===== config.mk =====
export PLATFORM = sky130hd
export DESIGN_NAME = branch1_reader
export DESIGN_NICKNAME = d
export VERILOG_FILES = /design/src/rtl/branch1_pkg.sv /design/src/rtl/branch1_read_fifo.sv /design/src/rtl/branch1_reader.sv
export SDC_FILE = /design/constraint.sdc
export NUM_CORES = 1
export LEC_CHECK = 0
export ABC_AREA = 0
export CAP_MARGIN = 40
export CORE_UTILIZATION = 56
export CTS_BUF_LIST = sky130_fd_sc_hd__clkbuf_2
export CTS_CLUSTER_SIZE = 24
export DETAILED_ROUTE_END_ITERATION = 7
export GPL_TIMING_DRIVEN = 1
export PLACE_DENSITY_LB_ADDON = 0.3
export SETUP_SLACK_MARGIN = 0.02
export SLEW_MARGIN = 20
export SYNTH_ARGS = -nofsm -noshare
export SYNTH_HDL_FRONTEND = slang
export SYNTH_SLANG_ARGS = --single-unit
export TNS_END_PERCENT = 10

===== constraint.sdc =====
create_clock -name aclk -period 9.15 [get_ports aclk]
set_clock_uncertainty 0.2 [all_clocks]
set_input_delay 1.83 -clock aclk [delete_from_list [all_inputs] [get_ports aclk]]
set_output_delay 1.83 -clock aclk [all_outputs]
set_load 0.01 [all_outputs]

===== src/rtl/branch1_pkg.sv =====
// Shared types and sizing helpers for the branch-1 metric RAM reader.
package branch1_pkg;

  localparam int FIFO_DEPTH = 3;

  typedef enum logic [1:0] {
    ST_IDLE  = 2'd0,
    ST_RUN   = 2'd1,
    ST_DRAIN = 2'd2
  } state_e;

  localparam logic DIR_FWD = 1'b0;
  localparam logic DIR_BWD = 1'b1;

  function automatic int addr_w(input int depth);
    return (depth > 1) ? $clog2(depth) : 1;
  endfunction

  function automatic int len_w(input int depth);
    return $clog2(depth + 1);
  endfunction

  function automatic logic [1:0] ptr_inc(input logic [1:0] p);
    return (p == 2'(FIFO_DEPTH - 1)) ? 2'd0 : p + 2'd1;
  endfunction

endpackage


===== src/rtl/branch1_read_fifo.sv =====
// Three-entry FIFO holding {metric, source address, last flag} behind the RAM read.
module branch1_read_fifo
  import branch1_pkg::*;
#(
  parameter int DWIDTH = 16,
  parameter int AW     = 12
) (
  input  logic              clk_i,
  input  logic              rst_i,
  input  logic              push_i,
  input  logic [DWIDTH-1:0] data_i,
  input  logic [AW-1:0]     addr_i,
  input  logic              last_i,
  input  logic              pop_i,
  output logic [DWIDTH-1:0] data_o,
  output logic [AW-1:0]     addr_o,
  output logic              last_o,
  output logic [1:0]        count_o,
  output logic              valid_o
);

  logic [DWIDTH-1:0] data_q [FIFO_DEPTH];
  logic [AW-1:0]     addr_q [FIFO_DEPTH];
  logic              last_q [FIFO_DEPTH];
  logic [1:0]        wr_ptr_q, rd_ptr_q, count_q;

  // Entries are cleared on reset so the head reads back as zero afterwards.
  always_ff @(posedge clk_i) begin
    if (rst_i) begin
      for (int i = 0; i < FIFO_DEPTH; i++) begin
        data_q[i] <= '0;
        addr_q[i] <= '0;
        last_q[i] <= 1'b0;
      end
      wr_ptr_q <= '0;
      rd_ptr_q <= '0;
      count_q  <= '0;
    end else begin
      if (push_i) begin
        data_q[wr_ptr_q] <= data_i;
        addr_q[wr_ptr_q] <= addr_i;
        last_q[wr_ptr_q] <= last_i;
        wr_ptr_q         <= ptr_inc(wr_ptr_q);
      end
      if (pop_i) begin
        rd_ptr_q <= ptr_inc(rd_ptr_q);
      end
      case ({push_i, pop_i})
        2'b10:   count_q <= count_q + 2'd1;
        2'b01:   count_q <= count_q - 2'd1;
        default: count_q <= count_q;
      endcase
    end
  end

  assign data_o  = data_q[rd_ptr_q];
  assign addr_o  = addr_q[rd_ptr_q];
  assign last_o  = last_q[rd_ptr_q];
  assign count_o = count_q;
  assign valid_o = (count_q != 2'd0);

endmodule


===== src/rtl/branch1_reader.sv =====
// Streams the branch-1 metric RAM in ascending or descending order with backpressure.
// Define BRANCH1_READER_BASE_EN to add the i_base port and wrap-around addressing.
//
// state    | meaning
// ST_IDLE  | waiting for a valid start request
// ST_RUN   | issuing one RAM read per cycle while buffer space allows
// ST_DRAIN | all reads issued, waiting for the last item to be accepted
module branch1_reader
  import branch1_pkg::*;
#(
  parameter int  DWIDTH      = 16,
  parameter int  BRANCH_SIZE = 3072,
  localparam int AW          = addr_w(BRANCH_SIZE),
  localparam int LW          = len_w(BRANCH_SIZE)
) (
  input  logic              aclk,
  input  logic              areset,
  input  logic              i_start,
  input  logic              i_dir,
  input  logic [LW-1:0]     i_len,
`ifdef BRANCH1_READER_BASE_EN
  input  logic [AW-1:0]     i_base,
`endif
  output logic              o_busy,
  output logic [AW-1:0]     o_rd_addr,
  input  logic [DWIDTH-1:0] i_rd_data,
  output logic [DWIDTH-1:0] o_data,
  output logic [AW-1:0]     o_addr,
  output logic              o_last,
  output logic              o_valid,
  input  logic              i_ready,
  output logic              o_done
);

  localparam int SW = LW + 1;

  state_e        state_q;
  logic          dir_q;
  logic [LW-1:0] rem_q;
  logic [AW-1:0] rd_addr_q, rd_addr_d;
  logic          rd_vld_q, rd_last_q;
  logic          dat_vld_q, dat_last_q;
  logic [AW-1:0] dat_addr_q;
  logic          done_q;

  logic [AW-1:0] base_w, first_addr_d;
  logic [SW-1:0] bwd_sum;
  logic          start_ok, pop, can_issue, head_valid, head_last;
  logic [1:0]    fifo_cnt;
  logic [2:0]    live;

`ifdef BRANCH1_READER_BASE_EN
  assign base_w = i_base;
`else
  assign base_w = '0;
`endif

  always_comb begin
    start_ok = i_start && (i_len != '0) && (i_len <= LW'(BRANCH_SIZE));
    bwd_sum  = SW'(base_w) + SW'(i_len) - SW'(1);
    if (bwd_sum >= SW'(BRANCH_SIZE)) begin
      bwd_sum = bwd_sum - SW'(BRANCH_SIZE);
    end
    first_addr_d = (i_dir == DIR_BWD) ? AW'(bwd_sum) : base_w;

    if (dir_q == DIR_FWD) begin
      rd_addr_d = (rd_addr_q == AW'(BRANCH_SIZE - 1)) ? '0 : rd_addr_q + AW'(1);
    end else begin
      rd_addr_d = (rd_addr_q == '0) ? AW'(BRANCH_SIZE - 1) : rd_addr_q - AW'(1);
    end

    // Items alive after this edge: buffered, in the RAM pipeline, minus the one leaving now.
    pop       = head_valid & i_ready;
    live      = 3'(fifo_cnt) + 3'(dat_vld_q) + 3'(rd_vld_q) - 3'(pop);
    can_issue = (live < 3'(FIFO_DEPTH));
  end

  always_ff @(posedge aclk) begin
    if (areset) begin
      state_q    <= ST_IDLE;
      dir_q      <= DIR_FWD;
      rem_q      <= '0;
      rd_addr_q  <= '0;
      rd_vld_q   <= 1'b0;
      rd_last_q  <= 1'b0;
      dat_vld_q  <= 1'b0;
      dat_addr_q <= '0;
      dat_last_q <= 1'b0;
      done_q     <= 1'b0;
    end else begin
      done_q     <= 1'b0;
      rd_vld_q   <= 1'b0;
      dat_vld_q  <= rd_vld_q;
      dat_addr_q <= rd_addr_q;
      dat_last_q <= rd_last_q;
      case (state_q)
        ST_IDLE: begin
          if (start_ok) begin
            state_q   <= (i_len == LW'(1)) ? ST_DRAIN : ST_RUN;
            dir_q     <= i_dir;
            rd_addr_q <= first_addr_d;
            rd_vld_q  <= 1'b1;
            rd_last_q <= (i_len == LW'(1));
            rem_q     <= i_len - LW'(1);
          end
        end
        ST_RUN: begin
          if (can_issue) begin
            rd_addr_q <= rd_addr_d;
            rd_vld_q  <= 1'b1;
            rd_last_q <= (rem_q == LW'(1));
            rem_q     <= rem_q - LW'(1);
            if (rem_q == LW'(1)) begin
              state_q <= ST_DRAIN;
            end
          end
        end
        ST_DRAIN: begin
          if (pop && head_last) begin
            state_q <= ST_IDLE;
            done_q  <= 1'b1;
          end
        end
        default: state_q <= ST_IDLE;
      endcase
    end
  end

  branch1_read_fifo #(
    .DWIDTH (DWIDTH),
    .AW     (AW)
  ) u_fifo (
    .clk_i   (aclk),
    .rst_i   (areset),
    .push_i  (dat_vld_q),
    .data_i  (i_rd_data),
    .addr_i  (dat_addr_q),
    .last_i  (dat_last_q),
    .pop_i   (pop),
    .data_o  (o_data),
    .addr_o  (o_addr),
    .last_o  (head_last),
    .count_o (fifo_cnt),
    .valid_o (head_valid)
  );

  assign o_busy    = (state_q != ST_IDLE);
  assign o_rd_addr = rd_addr_q;
  assign o_valid   = head_valid;
  assign o_last    = head_valid & head_last;
  assign o_done    = done_q;

endmodule

# Yosys cells after proc, flatten, opt, wreduce, memory -nomap -nowiden
# Memories as Yosys holds them, arrays and structs flattened. A register that Yosys moved wholly into a read port is not among the register bits.
# Cells that the tools add are included.
# totals
ff_bits,50
in_bits,33
output_inout_bits,44
word_cells,112
ramBits,87
mem_count,3
# memory_table
name,words,word_bits,read_ports,rd_clocked_by_memory_dff,wr,line_no,source
u_fifo.data_q,3,16,1,1,3,branch1_read_fifo.sv:22,logic [DWIDTH-1:0] data_q [FIFO_DEPTH];
u_fifo.addr_q,3,12,1,1,3,branch1_read_fifo.sv:23,logic [AW-1:0] addr_q [FIFO_DEPTH];
u_fifo.last_q,3,1,1,1,3,branch1_read_fifo.sv:24,logic last_q [FIFO_DEPTH];
# classes
n_reduce_logical,17
eq_ne,13
order_cmp,3
n_mux,47
n_addsub,13
bitwise,3
# op_table
operator,n
$mux 12,10
$pmux 12 s2,2
$sub 12x1->12 const B,3
$mux 2,16
$eq 12x1->1 const B,2
$mux 16,1
$reduce_or 16->1,1
$mux 1,14
$ge 13x12->1 const B,1
$sub 12x1->13 const B,1
$add 12x1->12 const B,1
$eq 12x12->1 const B,1
$le 12x12->1 const B,1
$logic_not 12->1,1
$reduce_bool 12->1,1
$reduce_or 12->1,1
$sub 12x12->12 const B,1
$eq 2x2->1 const B,4
$ne 2x2->1 const B,4
$reduce_bool 2->1,4
$add 2x1->2 const B,3
$pmux 2 s3,1
$eq 2x1->1 const B,2
$pmux 1 s2,2
other kinds (15),18

# Longest topological paths before layout
# depth
ltp_word,6
mapped_depth,14
ltp_nobuf,13

# Hierarchy
# Synthesis repeated with hierarchy kept, for this count alone.
# unflattened
cells_unflattened,705
hier_area_um2,8239.2
# by_module_without_submodules
mod,seq_area_each_um2,cells_per_inst,area_each_um2,n_inst
branch1_read_fifo,3643.5,289,5159.9,1
branch1_reader,880.8,416,3079.2,1

# Worst setup path after synthesis
# No wires, ideal clock.
# synth_timing
path_type,input to register
start,in i_ready
end,reg rem_q[3]
path_stages,12
setup_slack_ps,4775
path_buffers,1
setup_ps,128
required_time_ps,8822
arrival_time_ps,4048
path_cell_list,nand2_1 > inv_1 > ha_1 > fa_1 > fa_1 > xnor2_1 > o211a_1 > o21bai_4 > buf_4 > o21ai_0 > a22oi_1 > nor2_1
# synth_via
elab_chain_cells,5
# synth_rtl
element,line_no,source
"start, declared",branch1_reader.sv:31,"input logic i_ready,"
$and 1x1->1,branch1_reader.sv:73,pop = head_valid & i_ready;
named net pop,branch1_reader.sv:48,"logic start_ok, pop, can_issue, head_valid, head_last;"
$sub 3x1->3,branch1_reader.sv:74,live = 3'(fifo_cnt) + 3'(dat_vld_q) + 3'(rd_vld_q) - 3'(pop);
$lt 3x2->1,branch1_reader.sv:75,can_issue = (live < 3'(FIFO_DEPTH));
$ne 2x2->1 (no source line),-,
$reduce_and 3->1 (no source line),-,
"end signal, assigned",branch1_reader.sv:104,rem_q <= i_len - LW'(1);
"end signal, assigned",branch1_reader.sv:112,rem_q <= rem_q - LW'(1);
"end, declared",branch1_reader.sv:39,logic [LW-1:0] rem_q;
# The timed path passes the listed nets, and every way through them passes these cells.
# A chain may end at the register's enable or synchronous reset.

==> results.md <==
* Status: finished, final reports clean
* Pwr dens at around 220 nW/um2
* Layout cells sized above 1 at 0.1329
* Clock power frac at 0.223
* Synth unique cells at between 70 and 80
* CP Capture Type: primary output
* Skew-Pair Late Insertion Delay at 0.71 ns
* Final WL at about 18000 um
* Max_cap viols at 0
* Mapped cell area at between 8000 and 9000 um2
* Initial cell density of the core at 0.5739
* CTS tree: done
* Largest fanout on the critical path at 16
* Post-DR wirelength/cell at ~19 um
* Largest net degree at the start of global routing at 53
* Syn Inst Count at 702
* Synth area leaders: edfxtp_1 42%, dfxtp_1 13%, mux4_2 7.9%, and2_1 6.7%, nor2_1 2.8%
* Logic gate share of total power at 0.308
* Dpl cell area at ~9000 um2
* Lkg Pwr at between 0.003 and 0.004 uW
* Share of the synthesized area in the top cell type at 0.4192
* Die width at about 120 um
* Clock root cell: clkbuf_2
* Setup Viol. Count Final at 0
* Switching power at just under 700 uW
* Syn Nets at about 750
* Minimum clock period at approximately 5.0 ns
* Required @ worst endpoint at between 7 and 8 ns
* Synth Flop Type: edfxtp_1
* Switching share of power at 0.3353
* Total power at between 2000 and 2500 uW
* Async set or reset register ratio after synthesis at 0
* Count of input and output buffers at 76
* Post-synth EDFFs at about 120
* DRT Pass-1 Iters at 5
* Row Count at 44
* Starting DRT DRC Count at 601
* HPWL Detailed at 11940 um
* FF-to-FF path depth at 13
* Seq/Total Area, Yosys at 0.5445
* Vias in the first global route at roughly 5600
* Critical path launch point type: register
* Int Power at around 1400 uW
* Area growth from synthesis to layout at 14.12%
* Nets at 808
* Clock transition at the registers of the reported paths at roughly 0.27 ns
* Total CTS buffers at 17
* Worst slew pin tran at approximately 0.78 ns
* First-pass GRT wire length at 28430 um
* Relative slew slack at 0.4811
* Antenna violations before repair at 0
* RSZ-0062 raised after global routing: false
* Setup TNS at 0 ns
* H-tree levels at 4
* Fin. max-slew vios at 0
* Worst EP arrival at 2.95 ns
* DR vias/cell at 6.011
* Total track usage at 0.2488
* Crit path kind: reg2out
* Floorplan core area at around 14000 um2
* Worst hold path depth at 0
* Core Util, Final at 0.6549
* Sequential group share of total power at 0.470
* Deepest clock path buffer count at 2
* Die Ht at 123.8 um
* Cts-stage hold buffer count at 0
* Gpl congestion at a little over 0.9
* Vias at 5771
* Number of synthesized register bits at 168
* Syn. warnings at 0
* Residual DRC at 0
* Post-CTS Setup Repair Bufs at 0
* Leading area contributor after synthesis: edfxtp_1
* Syn Area/Cell at roughly 12 um2
* Worst hold-check path type: reg2reg
* CTS sink count at 168
* Grt total ovfl at 0
* Post-CTS resize count at 0
* Maximum vdd drop at about 0.084 mV
* Final ANT Viol Nets at 0
* Design Area, Final at 9483 um2
* Final-report hold violation count at 0
* I/O pin cnt at 77
* Die Area at approximately 15000 um2
* Max Freq at around 200 MHz
* Final period util at 0.5440
[synth_stat cells (all sizes together), types with 5 or more instances]
cell type  number
o21ai          32
nor4           12
inv            22
mux4           29
ha             11
nor2           61
nand3          12
xnor2          11
nand2          40
nor2b           8
buf            20
dfxtp          52
clkbuf         26
a22oi           5
edfxtp        116
a21oi          30
nor3           13
a211oi          5
nor3b           6
o22ai           7
and2           89
or2             7
xor2           10
or3             5
[worst paths after layout]
check / from / endpoint / slack, ns
worst max-delay path: register / o_last / 4.17
worst min-delay path: dat_addr_q[8] / u_fifo.addr_q[3][8] / 0.27
worst max register to register: u_fifo.count_o[1] / rem_q[8] / 5.61
worst min register to register: dat_addr_q[8] / u_fifo.addr_q[3][8] / 0.27
[cell families after synthesis]
logic type | Yosys count | synth area share
mux | 29 | 0.07860
simple gates | 278 | 0.1858
xor+xnor | 21 | 0.02213
flops | 168 | 0.5445
buf+inv | 68 | 0.04111
compound gates | 125 | 0.1065
fa+ha+maj | 13 | 0.02138
[power by group through the flow]
stage	clock network [uW]	logic [uW]	registers, uW
finish	460	636	970
global route	496	696	984
CTS	466	632	969
detailed placement	0	629	985
global placement	0	594	991
floorplan	0	464	931
[final cells by class]
cell class / count / area [um2]
clock buffers: 18 / 90.09
flip-flops and latches: 168 / 4527
multi-input cells: 466 / 3456
fillers: 1114 / 4996
inverters: 22 / 82.58
diodes: 1 / 2.502
clock inverters: 14 / 211.5
well taps: 184 / 230.2
repair buffers: 87 / 883.3
[cells in the final DEF (no fill, tap or decap), drive strengths merged, types with 4 or more instances in the layout]
cell type      instances
nand4                  4
nand2                 40
a31oi                  4
o21ai                 32
a22oi                  5
inv                   28
clkdlybuf4s50         75
clkbuf                18
buf                   12
bufinv                 4
xor2                  10
dfxtp                 52
a211oi                 5
ha                    11
mux4                  29
edfxtp               116
nor3b                  6
and2                  89
and4                   4
xnor2                 11
nor2                  61
o22ai                  7
o211a                  4
nand3                 12
nor2b                  8
o32ai                  4
a21oi                 30
or3                    5
or2                    7
nor4                  12
nor3                  13
[through the flow]
step / instances / worst slack (ns) / hold slack [ns]
floorplan: 702 / 4.775 / 0.2274
global placement: 922 / 4.115 / 0.2343
detailed placement: 925 / 3.987 / 0.2458
CTS: 957 / 4.033 / 0.2735
global route: 959 / 3.899 / 0.2824
finish: 960 / 4.173 / 0.2660
[state kept, by name, summed over array words and instances, names as in the netlist, 2 cells and up, named ones only]
signal	cells
o_rd_addr	12
u_fifo.rd_ptr_q	2
u_fifo.addr_q	48
u_fifo.data_q	64
rem_q	12
state_q	2
dat_addr_q	12
u_fifo.wr_ptr_q	2
u_fifo.count_o	2
u_fifo.last_q	4
[critical path, cell delays in order (launching register included)]
cell and delay (ns):
dfxtp_2 0.80, buf_16 0.24, mux4_2 0.55, and2_1 0.18, clkdlybuf4s50_1 0.47
[routing by layer]
metal | track usage | share of wire | vias up
li1 | - | - | 2713
met1 | 0.3087 | 0.41 | 2828
met2 | 0.4313 | 0.51 | 206
met3 | 0.05128 | 0.055 | 24
met4 | 0.08434 | 0.019 | 0
met5 | 0 | 0 | -
No activity file was read; power rests on OpenSTA's default activity.
